===== src/rtl/time_field_editor.sv =====
// time_field_editor: cursor-driven editor for NFIELDS packed W-bit fields.
// Tracks the RTC values while idle. Captures them when editing starts.
// Steps the selected field within per-field runtime limits, with auto-repeat.
// Pulses commit for one cycle when the edit session ends.
module time_field_editor #(
    parameter int NFIELDS    = 3,
    parameter int W          = 8,
    parameter int SELW       = 2,
    parameter int RPT_DELAY  = 25000000,
    parameter int RPT_PERIOD = 5000000,
    parameter int CNTW       = 25
) (
    input  logic                 clk,
    input  logic                 reset,
    input  logic                 en,
    input  logic                 format,
    input  logic [NFIELDS*W-1:0] val_in,
    input  logic                 ampm_in,
    input  logic [NFIELDS*W-1:0] lo_lim,
    input  logic [NFIELDS*W-1:0] hi_lim,
    input  logic                 bt_up,
    input  logic                 bt_down,
    input  logic                 bt_left,
    input  logic                 bt_right,
    output logic [NFIELDS*W-1:0] val_out,
    output logic                 ampm_out,
    output logic [SELW-1:0]      sel,
    output logic                 editing,
    output logic                 commit,
    output logic [1:0]           fsm_state
);

    // Encoding is visible on fsm_state: IDLE=0, LOAD=1, EDIT=2.
    typedef enum logic [1:0] {IDLE = 2'd0, LOAD = 2'd1, EDIT = 2'd2} state_t;

    localparam logic [CNTW-1:0] CNT_FIRE   = CNTW'(RPT_DELAY - 1);
    localparam logic [CNTW-1:0] CNT_RELOAD = CNTW'(RPT_DELAY - RPT_PERIOD);
    localparam logic [SELW-1:0] SEL_MAX    = SELW'(NFIELDS - 1);

    // Handshake: none. Buttons are debounced levels. Only a rising edge
    // (level high, previous level low) counts as a press.

    state_t          state;
    logic            fmt_q;
    logic            up_q, down_q, left_q, right_q;
    logic [CNTW-1:0] cnt;

    logic [W-1:0]    cur_fld [NFIELDS];
    logic [W-1:0]    lo_fld  [NFIELDS];
    logic [W-1:0]    hi_fld  [NFIELDS];

    logic            up_edge, down_edge, left_edge, right_edge;
    logic            one_held, move, cnt_clear, rpt_fire, do_step, wrap, toggle;
    logic [W-1:0]    cur_v, lo_v, hi_v, nxt_v;
    logic [SELW-1:0] sel_next;

    assign fsm_state = state;

    // Unpack the flat buses so the selected field can be indexed by sel.
    for (genvar i = 0; i < NFIELDS; i++) begin : g_unpack
        assign cur_fld[i] = val_out[i*W +: W];
        assign lo_fld[i]  = lo_lim[i*W +: W];
        assign hi_fld[i]  = hi_lim[i*W +: W];
    end

    // Press detection, repeat timing, step value and cursor target.
    always_comb begin
        up_edge    = bt_up & ~up_q;
        down_edge  = bt_down & ~down_q;
        left_edge  = bt_left & ~left_q;
        right_edge = bt_right & ~right_q;
        one_held   = bt_up ^ bt_down;
        move       = left_edge ^ right_edge;
        cnt_clear  = ~one_held | up_edge | down_edge | move;
        rpt_fire   = ~cnt_clear & (cnt == CNT_FIRE);
        do_step    = one_held & ((bt_up ? up_edge : down_edge) | rpt_fire);

        cur_v = cur_fld[sel];
        lo_v  = lo_fld[sel];
        hi_v  = hi_fld[sel];
        if (bt_up) begin
            wrap  = (cur_v >= hi_v);
            nxt_v = wrap ? lo_v : cur_v + W'(1);
        end else begin
            wrap  = (cur_v <= lo_v);
            nxt_v = wrap ? hi_v : cur_v - W'(1);
        end
        toggle = do_step & wrap & fmt_q & (sel == '0);

        sel_next = sel;
        if (right_edge && !left_edge) begin
            sel_next = (sel == SEL_MAX) ? '0 : sel + SELW'(1);
        end else if (left_edge && !right_edge) begin
            sel_next = (sel == '0) ? SEL_MAX : sel - SELW'(1);
        end
    end

    // Session FSM with registered outputs, button history and repeat counter.
    always_ff @(posedge clk) begin
        if (reset) begin
            state    <= IDLE;
            val_out  <= '0;
            ampm_out <= 1'b0;
            sel      <= '0;
            editing  <= 1'b0;
            commit   <= 1'b0;
            fmt_q    <= 1'b0;
            up_q     <= 1'b0;
            down_q   <= 1'b0;
            left_q   <= 1'b0;
            right_q  <= 1'b0;
            cnt      <= '0;
        end else begin
            up_q    <= bt_up;
            down_q  <= bt_down;
            left_q  <= bt_left;
            right_q <= bt_right;
            commit  <= 1'b0;
            case (state)
                IDLE: begin
                    val_out  <= val_in;
                    ampm_out <= ampm_in;
                    sel      <= '0;
                    editing  <= 1'b0;
                    cnt      <= '0;
                    if (en) state <= LOAD;
                end
                LOAD: begin
                    val_out  <= val_in;
                    ampm_out <= ampm_in;
                    fmt_q    <= format;
                    cnt      <= '0;
                    editing  <= 1'b1;
                    state    <= EDIT;
                end
                EDIT: begin
                    if (!en) begin
                        // val_out is left untouched so it shows the edit during commit.
                        state   <= IDLE;
                        editing <= 1'b0;
                        commit  <= 1'b1;
                        cnt     <= '0;
                    end else begin
                        if (cnt_clear)     cnt <= '0;
                        else if (rpt_fire) cnt <= CNT_RELOAD;
                        else               cnt <= cnt + CNTW'(1);
                        for (int i = 0; i < NFIELDS; i++) begin
                            if (do_step && sel == SELW'(i)) val_out[i*W +: W] <= nxt_v;
                        end
                        if (toggle) ampm_out <= ~ampm_out;
                        sel <= sel_next;
                    end
                end
                default: state <= IDLE;
            endcase
        end
    end

endmodule


===== config.mk =====
export PLATFORM = sky130hd
export DESIGN_NAME = time_field_editor
export DESIGN_NICKNAME = d
export VERILOG_FILES = /design/src/rtl/time_field_editor.sv
export SDC_FILE = /design/constraint.sdc
export NUM_CORES = 1
export LEC_CHECK = 0
export CAP_MARGIN = 20
export CORE_MARGIN = 2
export CORE_UTILIZATION = 45
export DETAILED_ROUTE_END_ITERATION = 12
export HOLD_SLACK_MARGIN = 0.05
export PLACE_DENSITY = 0.74
export RECOVER_POWER = 25
export SLEW_MARGIN = 5
export SYNTH_ARGS = -nofsm -noshare
export SYNTH_HDL_FRONTEND = slang
export SYNTH_SLANG_ARGS = --single-unit

===== constraint.sdc =====
create_clock -name clk -period 4.8 [get_ports clk]
set_input_delay 0.48 -clock clk [delete_from_list [all_inputs] [get_ports clk]]
set_output_delay 0.48 -clock clk [all_outputs]
set_load 0.01 [all_outputs]

-- Yosys cells after proc, flatten, opt, wreduce, memory -nomap -nowiden
Cells that the tools add are included.
- $add $sub $neg: 5
- order comparisons: 3
- equal/unequal tests: 13
- multiplexer cells: 38
- bitwise operators: 24
- reductions and logical operators: 21
- operators by type and width (cell ; number):
    8-bit 2-to-1 mux ; 12
    25-bit 2-to-1 mux ; 3
    25-bit case mux with 2 select lines ; 1
    8-bit binary-select mux with 2-bit select ; 3
    24-bit case mux with 2 select lines ; 1
    25-bit by 1-bit adder with 25-bit output (second input constant) ; 1
    25-bit == test (second input constant) ; 1
    24-bit 2-to-1 mux ; 1
    3-bit AND reduction ; 5
    2-bit 2-to-1 mux ; 7
    2-bit != test (second input constant) ; 7
    1-bit bitwise AND ; 9
    8-bit by 1-bit adder with 8-bit output (second input constant) ; 1
    8-bit >= comparator ; 1
    8-bit less-or-equal comparator ; 1
    1-bit NOT ; 8
    8-bit by 1-bit subtractor with 8-bit output (second input constant) ; 1
    1-bit 2-to-1 mux ; 6
    2-bit case mux with 3 select lines ; 1
    1-bit logical AND ; 5
    2-bit by 1-bit == test with 1-bit output (second input constant) ; 2
    2-bit == test (second input constant) ; 2
    2-bit zero test ; 2
    1-bit bitwise OR ; 4
    14 further kinds ; 19
- flip-flop bits (word level): 61
- input port bits: 81
- output and inout port bits: 31

-- Logic depth before layout (Yosys ltp)
Gate-level depths: netlist of the first run.
- depth in word-level cells: 15
- gate-level depth with buffers: 16

-- Worst setup path after synthesis of the first run
OpenSTA, ideal clock, no wires.
- kind: reg-to-reg
- from: register sel[1]
- to: register ampm_out
- library setup time: 0.091 ns
- arrival: 3.614 ns
- required time: 4.709 ns
- setup slack: 1.095 ns
- stages on the path, launching flop included: 17
- path buffers: 5
- cells stage by stage: dfxtp_1 buf_2 buf_6 buf_4 buf_2 mux2i_1 nor2_1 a21oi_1 ha_1 and4b_1 a211o_1 a21oi_1 or2_2 buf_2 nor2_1 or4_1 a311oi_1
- cells in the longest elaborated chain, start to end: 11
- RTL lines (what ; line ; RTL):
    start: declaration ; 27 ; output logic [SELW-1:0] sel,
    start signal: assignment ; 151 ; sel <= sel_next;
    2-bit NOT with 3-bit output (implied by the code) ; 78, 79, 80 ;
    8-bit binary-select mux with 2-bit select, on equally long branches ; 78, 79, 80 ;
    8-bit 2-to-1 mux, on equally long branches (2 in series) ; 78, 79, 80 ;
    8-bit less-or-equal comparator or 8-bit >= comparator (tied branches) ; 85, 82 ;
    1-bit 2-to-1 mux ; 81 ; if (bt_up) begin
    1-bit bitwise AND (2 in series) ; 88 ; toggle = do_step & wrap & fmt_q & (sel == '0);
    1-bit bitwise AND (*) ; 88 ;
    2-bit != test (no source line) (*) ; -- ;
    3-bit AND reduction (no source line) (*) ; -- ;
    end signal: assignment ; 122 ; ampm_out <= ampm_in;
    end signal: assignment ; 130 ; ampm_out <= ampm_in;
    end signal: assignment ; 150 ; if (toggle) ampm_out <= ~ampm_out;
    end: declaration ; 26 ; output logic ampm_out,
Every way passes the cells marked *; elsewhere a longest branch is shown, timed or not. The select of a mux whose other input is x is not followed.
A chain may end at the register's enable or synchronous reset.

-- Worst setup path in the final report of the first run
- from: register sel[1]
- to: register val_out[23]
- cells in the longest elaborated chain, start to end: 10
- RTL lines (what ; line ; RTL):
    2-bit NOT with 3-bit output (implied by the code) ; 78, 79, 80 ;
    8-bit binary-select mux with 2-bit select, on equally long branches ; 78, 79, 80 ;
    8-bit 2-to-1 mux, on equally long branches (2 in series) ; 78, 79, 80 ;
    8-bit by 1-bit subtractor with 8-bit output (tied with other cells) ; 86 ; nxt_v = wrap ? hi_v : cur_v - W'(1);
    8-bit 2-to-1 mux, on equally long branches ; 86, 83 ;
    8-bit 2-to-1 mux ; 81 ;
    8-bit 2-to-1 mux ; 148 ; if (do_step && sel == SELW'(i)) val_out[i*W +: W] <= nxt_v;
    24-bit 2-to-1 mux ; 137 ; if (!en) begin
    24-bit case mux with 2 select lines ; 119 ; case (state)
    end signal: assignment ; 121 ; val_out <= val_in;
    end signal: assignment ; 129 ; val_out <= val_in;
    end signal: indexed assignment ; 148 ;
    end: declaration ; 25 ; output logic [NFIELDS*W-1:0] val_out,
Parallel ways exist; a longest one is shown, timed or not. The select of a mux whose other input is x is not followed.

==> results.json, run 1 <==
{
  "cts_tree": "done",
  "ys_warn_count": 0,
  "crit_type": "reg2reg",
  "synth_cell_types": 68,
  "num_rows": 36,
  "grt-ovfl-total": 0,
  "hp-class": "reg2reg",
  "cts.hold.buffers_added": 0,
  "wl_um": 14470,
  "drc": 0,
  "cts_resized": 0,
  "cp_common_cell": "a21oi_1",
  "coreArea_mm2": 0.009639,
  "max_clock_freq_mhz": 252.2,
  "final_max_slew_viol_count": 38,
  "crit_path_start_kind": "register",
  "rsz0062_at_grt": "false",
  "cts_buffer_depth": 2,
  "die_h_um": 103.1,
  "antenna_found_initial": 0,
  "grt_util_all_layers": 0.2748,
  "final_hold_viol_count": 0,
  "path_max_fanout": 22,
  "crit_path_max_incr_delay_ns": 0.59,
  "power.density_mw_per_mm2": 241.6,
  "clock_skew_ns": 0.006414,
  "n_antenna_cell": 0,
  "htreeDepth": 3,
  "crit_chain": "buf_4, mux2i_1, nor2_1, a21oi_1, ha_1, and4b_1, a211o_1, a21oi_1, or2_2, o311ai_1, a2111oi_0, nor3_1",
  "tightest_slew_ns": 1.732,
  "postRouteAntennaNets": 0,
  "synth_seq_cells": 61,
  "worst_ep_required_time_ns": 4.98,
  "port_buffers": 111,
  "viasPerCell": 5.958,
  "syn_inst": 576,
  "syn_to_final_growth_pct": 31.16,
  "netlist_area_mm2": 0.004417,
  "place_congestion": 0.9243,
  "dpl.hpwl_um": 10470,
  "root_buffer": "clkbuf_8",
  "vdd.ir_drop.worst_mv": 0.1444,
  "die_area_mm2": 0.01062,
  "vias": 4820,
  "layout-drive-gt1-share": 0.06065,
  "setup_tns_ns": 0,
  "synth_nets": 682,
  "violations": "max-capacitance violations, max-slew violations",
  "final_cells": 809,
  "timing.final.crit_share": 0.8262,
  "final_util": 0.6010,
  "outcome": "finished, violations left",
  "period_needed_ns": 3.966,
  "drt_iter0_markers": 264,
  "synth_edf_count": 0,
  "p_leak_nw": 2.136,
  "grt_pass1_wl_um": 22940,
  "cts.sinks": 61,
  "worst_path_max_delay_cell": "dfxtp_2",
  "cap_violations": 1,
  "clkLatencyLatePin_ns": 0.34,
  "dr.pass1.iters": 5,
  "ys_async_sr_fraction": 0,
  "fin_nets": 777,
  "yosysSeqAreaShare": 0.2765,
  "arrival_ns": 4.14,
  "relSlewSlack": -0.1543,
  "grt_pass1_vias": 4636,
  "initial_utilization": 0.4582,
  "cts_buffers": 9,
  "wl_per_cell_um": 17.89,
  "synthFlopType": "dfxtp_1",
  "clk_pin_slew_ns": 0.08,
  "end_kind": "register",
  "cts_setup_buffers": 0,
  "pin_count": 112,
  "setup_viol": 0,
  "die_x_um": 103.1,
  "synth.avg_cell_area_um2": 7.668,
  "placed_cells": 792,
  "grt_max_degree": 68
}
==> final timing paths <==
kind,startpoint,to,slack (ns),cells past startpoint
hold reg to reg,fmt_q,fmt_q,0.50,2
setup reg to reg,sel[1],val_out[23],0.83,12
setup / recovery,sel[1],val_out[23],0.83,12
hold / removal,fmt_q,fmt_q,0.50,2
==> critical path, delay by kind of cell, from the launching register on <==
family / cells / cell delay [ns]
compound gates: 5 / 1.52
fa+ha+maj: 1 / 0.31
buf+inv: 1 / 0.42
flops: 1 / 0.59
mux: 1 / 0.25
simple gates: 4 / 0.70
==> logic make-up (layout without fill, tap and decap cells) <==
group	Yosys count	count (layout)	share of synthesized area
XOR/XNOR	7	7	0.01388
adder cells (fa/ha/maj)	25	25	0.07082
AND/OR/NAND/NOR	240	240	0.2734
AO/OA/AOI/OAI	167	167	0.2524
multiplexers	30	30	0.06827
buffers and inverters	46	146	0.04476
flip-flops	61	61	0.2765
==> power breakdown <==
group	internal (mW)	switching, mW	leakage, nW	total [mW]
combinational	0.186	0.193	1.54	0.380
clock	0.241	0.229	0.0960	0.471
sequential	0.529	0.0205	0.500	0.549
==> area by class of cell <==
cell class,instances,area (um2)
clock buffer,9,123.9
tap,133,166.4
timing repair buffer,121,1176
inverter,9,33.78
clock inverter,7,72.57
multi-input combinational,469,2998
sequential,61,1222
fill,907,3846
==> Yosys cell counts, types with 3 or more instances <==
cell	n	area (um2)
nor2_1	69	259.0
dfxtp_1	61	1221
nand2_1	61	229.0
a21oi_1	50	250.2
o21ai_0	30	150.1
mux2i_1	29	290.3
ha_1	25	312.8
clkbuf_1	21	78.83
a311oi_1	19	166.4
nor3_1	16	80.08
nand2b_1	14	87.58
nand3_1	13	65.06
buf_2	11	55.05
nor2b_1	11	68.82
and3_1	9	56.30
inv_1	9	33.78
nand3b_1	9	67.56
o22ai_1	8	50.05
or3_1	8	50.05
o211ai_1	7	52.55
a31oi_1	6	37.54
nand4_1	6	37.54
xnor2_1	6	52.55
a211oi_1	4	30.03
a21o_1	4	30.03
nor4_1	4	25.02
and2_1	3	18.77
and4_1	3	26.28
buf_1	3	11.26
o31ai_1	3	22.52
or4_1	3	22.52
==> sequential cells by signal, summed over array words and instances, names as in the netlist <==
signal     count
commit         1
fsm_state      2
right_q        1
fmt_q          1
cnt           25
val_out       24
editing        1
down_q         1
sel            2
up_q           1
left_q         1
ampm_out       1
==> metal layers <==
layer	part of all wire	global-route usage	vias to the layer above
li1	-	-	2318
met1	0.41	0.3282	2288
met2	0.51	0.4960	193
met3	0.069	0.05153	21
met4	0.016	0.08704	0
met5	0	0	-
==> stage by stage <==
| stage | instance area, um2 | hold slack [ns] | power [mW] | setup WS, ns |
|---|---|---|---|---|
| 3_5_place_dp | 5594 | 0.4853 | 0.9395 | 0.8998 |
| 6_report | 5793 | 0.4955 | 1.400 | 0.8343 |
| 3_3_place_gp | 5594 | 0.4773 | 0.9337 | 1.115 |
| 2_1_floorplan | 4417 | 0.4366 | 0.7685 | 1.095 |
| 5_1_grt | 5793 | 0.5158 | 1.471 | 0.5674 |
| 4_1_cts | 5791 | 0.4962 | 1.407 | 0.8715 |
==> cells in the final DEF, fill, tap and decap left out, types with 6 or more instances in the layout <==
cell type         n
nand4_1           6
dfxtp_1          60
nor3_1           16
or3_1             8
nor2b_1          11
nand3_1          13
o22ai_1           8
a31oi_1           6
nand2b_1         14
clkbuf_8          9
nand3b_1          9
inv_1             9
mux2i_1          29
xnor2_1           6
nor2_1           69
and3_1            9
nand2_1          61
ha_1             25
o21ai_0          30
o211ai_1          7
buf_4             9
dlygate4sd3_1    14
a311oi_1         19
clkdlybuf4s50_1  96
a21oi_1          50
Power figures use the tool's default switching activity.
==> inputs of run 2 (changes only) <==
PLACE_DENSITY = 0.77   (was 0.74)
clock period = 3.35 ns   (was 4.8 ns; I/O delays follow)
==> results.json, run 2 (synthesized netlist as in run 1, its figures left out) <==
{
  "outcome": "complete, no violations",
  "arrival_ns": 3.45,
  "seq_power_share": 0.377,
  "final_common_cell": "clkdlybuf4s50_1",
  "reg2reg_slack_ns": 0.14,
  "htreeDepth": 3,
  "fin_nets": 804,
  "timing.final.crit_share": 0.9572,
  "power.density_mw_per_mm2": 346.4,
  "p_leak_nw": 2.296,
  "pin_count": 112,
  "die_h_um": 103.1,
  "die_x_um": 103.1,
  "place_congestion": 0.9559,
  "cp_num_cells": 14,
  "crit_end": "val_out[16]",
  "p_int_mw": 1.496,
  "num_rows": 36,
  "syn_to_final_growth_pct": 37.45,
  "largest_register_ffs": 25,
  "layout-drive-gt1-share": 0.1040,
  "cts_tree": "done",
  "r2r_end": "val_out[16]",
  "path_max_fanout": 19,
  "vdd.ir_drop.worst_mv": 0.2783,
  "die_area_mm2": 0.01062,
  "cp_top_family": "compound AO/OA/AOI/OAI gates",
  "vias": 4930,
  "reg2reg_depth": 14,
  "relSlewSlack": 0.3169,
  "viasPerCell": 5.904,
  "initial_utilization": 0.4582,
  "max_clock_freq_mhz": 311.9,
  "cp.buffers_inverters": 3,
  "dpl.hpwl_um": 11020,
  "drt_iter0_markers": 335,
  "antenna_found_initial": 0,
  "end_kind": "register",
  "coreArea_mm2": 0.009639,
  "dp_slack_ns": -0.001028,
  "final_max_slew_viol_count": 0,
  "top_register": "cnt",
  "cts.hold.buffers_added": 0,
  "cts_buffers": 9,
  "port_buffers": 111,
  "setup.worst_path.start": "sel[1]",
  "crit_type": "reg2reg",
  "cts.sinks": 61,
  "n_antenna_cell": 0,
  "clock_skew_ns": 0.01031,
  "clk_pin_slew_ns": 0.07,
  "dr.pass1.iters": 5,
  "sw_frac_of_total": 0.2887,
  "postRouteAntennaNets": 0,
  "grt_max_degree": 46,
  "wl_um": 14390,
  "crit_path_start_kind": "register",
  "crit_chain": "buf_12, mux2i_1, nor2_1, a21oi_1, ha_1, and4b_1, a211o_1, a21oi_2, buf_4, nor3_1, o31ai_1, buf_4, nand2_1, a311oi_1",
  "cap_violations": 0,
  "power_frac_comb": 0.282,
  "final_hold_viol_count": 0,
  "layout_common_cells": "96 x clkdlybuf4s50_1, 69 x nor2_1, 61 x nand2_1",
  "grt_pass1_vias": 4769,
  "crit_path_max_incr_delay_ns": 0.39,
  "cp_common_cell": "buf_4",
  "worst_path_max_delay_cell": "dfxtp_2",
  "setup_viol": 0,
  "drc": 0,
  "worst_ep_required_time_ns": 3.59,
  "root_buffer": "clkbuf_8",
  "p_switching_uw": 607.1,
  "hp-class": "reg2reg",
  "largestRegisters": "cnt x25, val_out x24",
  "grt_pass1_wl_um": 23070,
  "final_util": 0.6298,
  "grt_util_all_layers": 0.2757,
  "cts_buffer_depth": 2,
  "post-route-worst-setup-slack_ns": 0.1435,
  "clkLatencyLatePin_ns": 0.34,
  "grt-ovfl-total": 0,
  "wl_per_cell_um": 17.24,
  "reg2reg_from": "sel[1]",
  "clockPowerShare": 0.341,
  "period_needed_ns": 3.207,
  "tightest_slew_ns": 1.025,
  "rsz0062_at_grt": "false"
}
[run 2: cell count changes in the layout (fill, tap and decap cells not counted), sizes merged]
cell	before	now
buf	9	37
bufinv	1	2
clkbuf	11	12
clkinv	2	1
clkinvlp	2	1
inv	11	9
[run 2: repair_timing]
action	in CTS	in global routing
endpoints found under the setup margin	0	22
setup buffers	0	4
resized for setup	0	8
[run 2: layout make-up]
type / count / area, um2
Fill cell: 850 / 3568
Clock buffer: 11 / 141.4
Multi-Input combinational cell: 469 / 3025
Sequential cell: 61 / 1222
Tap cell: 133 / 166.4
Inverter: 9 / 33.78
Timing Repair Buffer: 148 / 1409
Clock inverter: 4 / 72.57
[run 2: worst min-delay path by stage]
stage | slack [ns] | from | endpoint | cells past startpoint
6_report | 0.47 | fmt_q | fmt_q | 2
4_1_cts | 0.48 | fmt_q | fmt_q | 2
5_1_grt | 0.50 | fmt_q | fmt_q | 2
3_3_place_gp | 0.46 | fmt_q | fmt_q | 2
2_1_floorplan | 0.41 | en | commit | 1
3_5_place_dp | 0.47 | fmt_q | fmt_q | 2
[run 2: routing by layer]
metal / global-route usage / up-vias / share of wire
met4: 0.1083 / 0 / 0.028
met2: 0.4890 / 226 / 0.50
li1: - / 2374 / -
met1: 0.3248 / 2291 / 0.39
met5: 0 / - / 0
met3: 0.05695 / 39 / 0.085
[run 2: power groups by stage]
stage,clock [mW],sequential (mW),combinational (mW)
6_report,0.717,0.794,0.592
5_1_grt,0.761,0.797,0.643
4_1_cts,0.728,0.792,0.582
3_5_place_dp,0,0.809,0.578
3_3_place_gp,0,0.809,0.564
2_1_floorplan,0,0.809,0.296
[run 2: per-stage QoR]
step                      hold slack (ns)  setup TNS, ns  area (um2)  power (mW)  cells
final                              0.4742              0        6071       2.103    835
after global routing               0.4961              0        6071       2.200    835
after CTS                          0.4760              0        6017       2.102    831
after detailed placement           0.4671      -0.001028        5803       1.387    816
after global placement             0.4613              0        5803       1.373    816
after floorplan                    0.4143              0        4438       1.105    576
[run 2: worst min-delay path, stage by stage, from the launching register on]
cell and delay (ns):
dfxtp_1 0.32, nand2_1 0.05, a21oi_1 0.05
==> inputs of run 3 (changes only) <==
CTS_BUF_LIST = sky130_fd_sc_hd__clkbuf_8 sky130_fd_sc_hd__clkbuf_16   (was unset)
==> results.json, run 3 (synthesized netlist as in run 1, its figures left out) <==
{
  "pin_count": 112,
  "die_area_mm2": 0.01062,
  "cts_tree": "done",
  "n_antenna_cell": 0,
  "port_buffers": 111,
  "final_common_cell": "clkdlybuf4s50_1",
  "final_hold_viol_count": 0,
  "largest_register_ffs": 25,
  "die_x_um": 103.1,
  "cap_violations": 0,
  "final_max_slew_viol_count": 0,
  "clk_pin_slew_ns": 0.07,
  "vdd.ir_drop.worst_mv": 0.2783,
  "hp-class": "reg2reg",
  "dr.pass1.iters": 6,
  "whs_ns": 0.4741,
  "relSlewSlack": 0.3179,
  "wl_per_cell_um": 17.22,
  "drt_iter0_markers": 317,
  "cts.sinks": 61,
  "initial_utilization": 0.4582,
  "stdcell_area_mm2": 0.006071,
  "dpl.hpwl_um": 11020,
  "grt_pass1_wl_um": 23070,
  "cts.hold.buffers_added": 0,
  "placed_cells": 816,
  "end_kind": "register",
  "path_max_fanout": 9,
  "post-route-worst-setup-slack_ns": 0.1455,
  "antenna_found_initial": 0,
  "period_needed_ns": 3.204,
  "die_h_um": 103.1,
  "cts_buffers": 9,
  "layout_common_cells": "96 x clkdlybuf4s50_1, 69 x nor2_1, 61 x nand2_1",
  "arrival_ns": 3.44,
  "fin_nets": 804,
  "grt_pass1_vias": 4769,
  "largestRegisters": "cnt x25, val_out x24",
  "grt_util_all_layers": 0.2757,
  "drc": 0,
  "cts_buffer_depth": 2,
  "timing.final.crit_share": 0.9566,
  "final_cells": 835,
  "htreeDepth": 3,
  "max_clock_freq_mhz": 312.1,
  "dpl_cell_area_mm2": 0.005803,
  "tightest_slew_ns": 1.023,
  "wl_um": 14380,
  "power.density_mw_per_mm2": 346.2,
  "top_register": "cnt",
  "postRouteAntennaNets": 0,
  "num_rows": 36,
  "clkLatencyLatePin_ns": 0.34,
  "p_leak_nw": 2.300,
  "crit_type": "reg2reg",
  "rsz0062_at_grt": "false",
  "p_total_mw": 2.102,
  "root_buffer": "clkbuf_8",
  "crit_path_start_kind": "register",
  "grt_max_degree": 46,
  "layout-drive-gt1-share": 0.1040,
  "grt-ovfl-total": 0,
  "dp_slack_ns": -0.001028,
  "viasPerCell": 5.910,
  "coreArea_mm2": 0.009639,
  "setup_viol": 0,
  "syn_to_final_growth_pct": 37.45,
  "clock_skew_ns": 0.01183,
  "place_congestion": 0.9559,
  "worst_ep_required_time_ns": 3.58,
  "setup_tns_ns": 0,
  "vias": 4935,
  "final_util": 0.6298,
  "outcome": "complete, no violations"
}
==> run 3: cell types whose count changed in the layout (fill, tap and decap cells not counted), sizes merged <==
cell / previous run / this run
clkbuf: 12 / 11
inv: 9 / 10
==> run 3: repair_timing <==
| item | CTS | global route |
|---|---|---|
| setup endpoints to repair | 0 | 22 |
| setup buffers | 0 | 4 |
| gates resized for setup | 0 | 8 |
==> run 3: critical path, cell delays in order, from the launching register on <==
cell and delay, ns:
dfxtp_2 0.39, buf_12 0.15, mux2i_1 0.17, o2bb2ai_1 0.14
buf_4 0.19, ha_1 0.19, or4_1 0.54, a21oi_2 0.17
o31ai_1 0.11, or3_1 0.39, o211ai_1 0.10, o211ai_1 0.23
a311oi_1 0.34
==> run 3: path summary, 6_finish.rpt <==
check | startpoint | endpoint | slack, ns | cells past startpoint
max reg2reg | sel[1] | val_out[10] | 0.15 | 12
max | sel[1] | val_out[10] | 0.15 | 12
min | fmt_q | fmt_q | 0.47 | 2
min reg2reg | fmt_q | fmt_q | 0.47 | 2
==> run 3: final cells by class <==
type                    count  area, um2
multi-input cells         469       3025
clock buffers              10      137.6
flip-flops and latches     61       1222
fillers                   850       3568
well taps                 133      166.4
clock inverters             5      76.32
inverters                   9      33.78
repair buffers            148       1409
==> run 3: per-layer routing <==
layer	up-vias	routed length, um	part of all wire	track usage
li1	2377	-	-	-
met1	2296	5639	0.39	0.3248
met2	221	7125	0.50	0.4890
met3	41	1189	0.083	0.05695
met4	0	422	0.029	0.1083
met5	-	0	0	0
==> run 3: where the power goes <==
| part | leakage [nW] | switching, mW | internal (mW) |
|---|---|---|---|
| registers | 0.500 | 0.0348 | 0.758 |
| logic | 1.69 | 0.289 | 0.303 |
| clock network | 0.110 | 0.285 | 0.431 |
| total | 2.30 | 0.609 | 1.49 |
